<file path="config.mk">
export PLATFORM = sky130hd
export DESIGN_NAME = add_pipe_valid
export DESIGN_NICKNAME = d
export VERILOG_FILES = /design/src/rtl/add_pipe_valid.sv
export SDC_FILE = /design/constraint.sdc
export NUM_CORES = 1
export LEC_CHECK = 0
export CAP_MARGIN = 20
export CORE_MARGIN = 4
export CORE_UTILIZATION = 55
export DETAILED_ROUTE_END_ITERATION = 16
export PLACE_DENSITY_LB_ADDON = 0.08
export SLEW_MARGIN = 40
export SYNTH_ARGS = -nofsm -noshare
export SYNTH_HDL_FRONTEND = slang
export SYNTH_SLANG_ARGS = --single-unit
</file>
<file path="constraint.sdc">
create_clock -name clk -period 8.1 [get_ports clk]
set_clock_uncertainty 0.15 [all_clocks]
set_input_delay 1.62 -clock clk [delete_from_list [all_inputs] [get_ports clk]]
set_output_delay 1.62 -clock clk [all_outputs]
set_load 0.02 [all_outputs]
</file>
<file path="src/rtl/add_pipe_valid.sv">
// add_pipe_valid: parametrised adder pipeline with per-stage valid bits,
// ready/valid backpressure and bubble collapse. Optional unsigned saturation.
module add_pipe_valid #(
    parameter int WIDTH    = 32,
    parameter int STAGES   = 2,
    parameter int SATURATE = 0
) (
    input  logic             clk,
    input  logic             rst,
    input  logic             in_valid,
    output logic             in_ready,
    input  logic [WIDTH-1:0] x,
    input  logic [WIDTH-1:0] y,
    output logic             out_valid,
    input  logic             out_ready,
    output logic [WIDTH-1:0] out,
    output logic             out_carry
);

    logic [STAGES-1:0] v_q;
    logic [STAGES-1:0] v_d;
    logic [STAGES-1:0] en;

    // Returns {flag, data}: carry-out, or clamp indication when saturating.
    function automatic logic [WIDTH:0] add_fn(input logic [WIDTH-1:0] a,
                                              input logic [WIDTH-1:0] b);
        logic [WIDTH:0] s;
        s = {1'b0, a} + {1'b0, b};
        if ((SATURATE != 0) && s[WIDTH]) begin
            s = {1'b1, {WIDTH{1'b1}}};
        end
        return s;
    endfunction

    // Stage i may load when it, or any stage downstream of it, is empty, or
    // the consumer takes the result; flattened form of the enable chain.
    always_comb begin
        logic acc;
        en = '0;
        for (int i = 0; i < STAGES; i++) begin
            acc = out_ready;
            for (int j = i; j < STAGES; j++) begin
                acc = acc | ~v_q[j];
            end
            en[i] = acc;
        end
    end

    assign in_ready  = en[0];
    assign out_valid = v_q[STAGES-1];

    // Valid bits advance with their enables.
    always_comb begin
        v_d = v_q;
        if (en[0]) begin
            v_d[0] = in_valid;
        end
        for (int i = 1; i < STAGES; i++) begin
            if (en[i]) begin
                v_d[i] = v_q[i-1];
            end
        end
    end

    // Valid register update with synchronous reset.
    always_ff @(posedge clk) begin
        if (rst) begin
            v_q <= '0;
        end else begin
            v_q <= v_d;
        end
    end

    generate
        if (STAGES == 1) begin : g_one
            logic [WIDTH-1:0] data_q;
            logic [WIDTH-1:0] data_d;
            logic             carry_q;
            logic             carry_d;

            // Single stage: the add goes straight from x/y into s0.
            always_comb begin
                logic [WIDTH:0] sum;
                sum     = add_fn(x, y);
                data_d  = data_q;
                carry_d = carry_q;
                if (en[0]) begin
                    data_d  = sum[WIDTH-1:0];
                    carry_d = sum[WIDTH];
                end
            end

            // Result register.
            always_ff @(posedge clk) begin
                if (rst) begin
                    data_q  <= '0;
                    carry_q <= 1'b0;
                end else begin
                    data_q  <= data_d;
                    carry_q <= carry_d;
                end
            end

            assign out       = data_q;
            assign out_carry = carry_q;
        end else begin : g_multi
            logic [WIDTH-1:0]  x0_q;
            logic [WIDTH-1:0]  x0_d;
            logic [WIDTH-1:0]  y0_q;
            logic [WIDTH-1:0]  y0_d;
            logic [WIDTH-1:0]  data_q [1:STAGES-1];
            logic [WIDTH-1:0]  data_d [1:STAGES-1];
            logic [STAGES-1:1] carry_q;
            logic [STAGES-1:1] carry_d;

            // s0 captures raw operands, s1 holds the sum, deeper stages delay it.
            always_comb begin
                logic [WIDTH:0] sum;
                sum     = add_fn(x0_q, y0_q);
                x0_d    = en[0] ? x : x0_q;
                y0_d    = en[0] ? y : y0_q;
                data_d  = data_q;
                carry_d = carry_q;
                if (en[1]) begin
                    data_d[1]  = sum[WIDTH-1:0];
                    carry_d[1] = sum[WIDTH];
                end
                for (int i = 2; i < STAGES; i++) begin
                    if (en[i]) begin
                        data_d[i]  = data_q[i-1];
                        carry_d[i] = carry_q[i-1];
                    end
                end
            end

            // Payload registers for all stages.
            always_ff @(posedge clk) begin
                if (rst) begin
                    x0_q    <= '0;
                    y0_q    <= '0;
                    data_q  <= '{default: '0};
                    carry_q <= '0;
                end else begin
                    x0_q    <= x0_d;
                    y0_q    <= y0_d;
                    data_q  <= data_d;
                    carry_q <= carry_d;
                end
            end

            assign out       = data_q[STAGES-1];
            assign out_carry = carry_q[STAGES-1];
        end
    endgenerate

endmodule

</file>
# Yosys cells after proc, flatten, opt, wreduce, memory -nomap -nowiden
# Index checks and enable logic that the tools add are counted.
# totals
wordCells	12
regBits	99
# op_classes
bitwise_logic	5
add_sub_neg	1
# ops
operator	count
adder 32 x 32 -> 33 bit	1
bitwise OR 1 bit	3
inverter 1 bit	2

# Logic depth before layout (Yosys ltp)
# logic_depth
depth_word	3
ltp_mapped	10

# Worst setup path after synthesis
# OpenSTA, ideal clock, no wires.
# synth_timing
kind	input port to output port
start	input out_ready
end	output in_ready
required_time_ns	6.330
path_stages	5
path_slack_ns	3.913
arrival_ns	2.417
cell_sequence	nor2b_1 clkbuf_1 and2_1 inv_1 clkbuf_1
# synth_via
elab_chain_len	2
# synth_rtl
element	line	source
from (decl)	15	input logic out_ready,
bitwise OR 1 bit (2 in a row)	43	acc = acc | ~v_q[j];
to (decl)	11	output logic in_ready,
# Every way passes these cells.

# Final worst setup path
# Ends and elaborated chain as after synthesis.

==> impl_metrics.toml <==
[status]
outcome = "finished clean"

[pwr]
power_uw = 1113
power_density_nw_per_um2 = 178.8
power_leakage_uw = 0.002681
ir_worst_vdd_mv = 0.1028

[setup_path]
path_class = "in -> out"
cp_common_cell = "clkdlybuf4s50_1"
slowest_delay_ns = 0.67
cp_cell_sequence = "clkdlybuf4s50_1 -> nor2b_2 -> buf_4 -> and2_4 -> inv_2 -> clkdlybuf4s50_1"
cp_max_fo = 66
crit_required_ns = 6.33
critPathCaptureType = "output port"
start_kind = "primary input"
cp_num_buf_inv = 4
slowest_stage = "and2_4"
cp_top_family = "buffers and inverters"
arrival_ns = 3.84

[route]
routedWlPerCell_um = 14.78
drtPass1Iterations = 5
via_per_inst = 5.638
drtIter0Drc = 234
route.detailed.drc = 0
vias = 4674
totalWireLength_um = 12250
ant_nets = 0

[final_layout]
drive_gt1_frac = 0.04161
antenna_cells = 0
final_cells = 829
area_delta_synth_final_pct = 25.48
fill_cells = 731
fin_nets = 817
layout_common_cells = "nand2_1, a21oi_1, clkdlybuf4s50_1"
final_common_cell = "nand2_1"

[clock_tree]
clock_path_buffers = 2
cts_tree = "done"
cts-resized-gates = 0
cts_hold_buffers = 0
clock_sinks = 99
cts-htree-levels = 3
clk_latency_ns = 0.37
cts_setup_buffers = 0
clkTransAtPathRegs_ns = 0.09
root_buffer = "clkbuf_8"
numCtsBuffers = 9

[sta]
slew_viol_final = 0
min_period_ns = 5.615
worst_pin_slew_ns = 0.7341
hold_viol_final = 0
setup_viol = 0
period_share = 0.6932
relSlewSlack = 0.5106
max_freq_ghz = 0.1781
setup_tns_ns = 0
rsz0062_at_grt = "false"

[yosys]
synth_seq_cells = 99
syn-mean-instance-area_um2 = 7.835
syn_area_um2 = 4960
ys_seq_area_frac = 0.3996
postSynthCellCount = 633
ys_warn_count = 0
synth_top_area_share = 0.3996
synth-edff-count = 0
synth.top_cells.by_area = "dfxtp_1, nand2_1, a21oi_1"
ys_types = 52
synthFlopType = "dfxtp_1"
synth_area_leader_cell = "dfxtp_1"
synth_nets = 734
synthArstFlopShare = 0

[placement]
port-buffer-count = 102
hpwl_um = 8581
dp.cells = 813
gp_congestion = 0.8826

[floorplan]
die_x_um = 103.0
initial_utilization = 0.5660
die_h_um = 103.0
ios = 103
core_area_um2 = 8763
rows = 34
dieArea_um2 = 10600

[grt]
grt_pass1_vias = 4310
grt-ovfl-total = 0
grt_max_degree = 103
antenna_found_initial = 0
grt_pass1_wl_um = 19880
grtUsageTotal = 0.2322

[flow_run]
maxCapViolations = 0

[worst_hold_path]
hold_path_class = "reg -> reg"
==> where the power goes <==
part / internal, uW / total (uW) / switching [uW]
Combinational: 117 / 239 / 122
Sequential: 522 / 545 / 22.5
Clock: 153 / 328 / 175
==> per-layer routing <==
layer  vias up  wire length (um)  GRT usage
met1      2169              5449     0.3005
met5         -                 0          0
met4         0               145    0.06873
li1       2352                 -          -
met2       138              5919     0.3917
met3        15               734    0.04668
==> state kept, by name, indices dropped and copies added, names as in the netlist <==
name and count:
v_q 2, out 32, out_carry 1, g_multi.y0_q 32, g_multi.x0_q 32
==> final cells by class <==
class	count	area (um2)	area share
tap	108	135.1	0.02171
clock buffer	11	141.4	0.02272
multi-input combinational	495	2836	0.4558
sequential	99	1982	0.3185
inverter	5	18.77	0.003016
clock inverter	5	60.06	0.009650
timing repair buffer	106	1050	0.1687
==> path summary, 6_finish.rpt <==
path | startpoint | to | slack (ns) | depth (start not counted)
worst max-delay path | out_ready | in_ready | 2.49 | 6
worst max register to register | g_multi.y0_q[0] | out[28] | 5.07 | 10
worst min-delay path | out[5] | out[5] | 0.31 | 2
worst min register to register | out[5] | out[5] | 0.31 | 2
==> cell usage after synthesis, types with 7 or more instances <==
cell,instances
nand2_1,183
a21oi_1,118
dfxtp_1,99
ha_1,32
clkbuf_1,27
nor2_1,21
a21o_1,16
o21ai_0,16
xnor2_1,15
nand3_1,9
nor3_1,8
xor2_1,8
buf_1,7
==> kinds of logic (layout without fill, tap and decap cells) <==
logic type,after synthesis,after routing,share of synthesized area
compound gates,192,192,0.2384
xor+xnor,23,23,0.04062
fa+ha+maj,33,33,0.08476
buf+inv,39,127,0.02952
flops,99,99,0.3996
simple gates,247,247,0.2071
==> through the flow <==
step	hold slack [ns]	utilization	instance area, um2	worst slack (ns)
5_1_grt	0.3290	0.7102	6223	2.326
4_1_cts	0.3115	0.7102	6223	2.479
3_5_place_dp	0.2989	0.6872	6022	2.475
3_3_place_gp	0.2924	0.6866	6017	2.152
2_1_floorplan	0.2817	-	4960	3.913
6_report	0.3094	0.7102	6223	2.485
==> worst register-to-register path: cells and delay by family, from the launching register on <==
kind                     cells  cell delay (ns)
adder cells (fa/ha/maj)      2             0.48
flip-flops                   1             0.35
AND/OR/NAND/NOR              2             0.20
AO/OA/AOI/OAI                6             1.76
(Power assumes the default switching activity.)
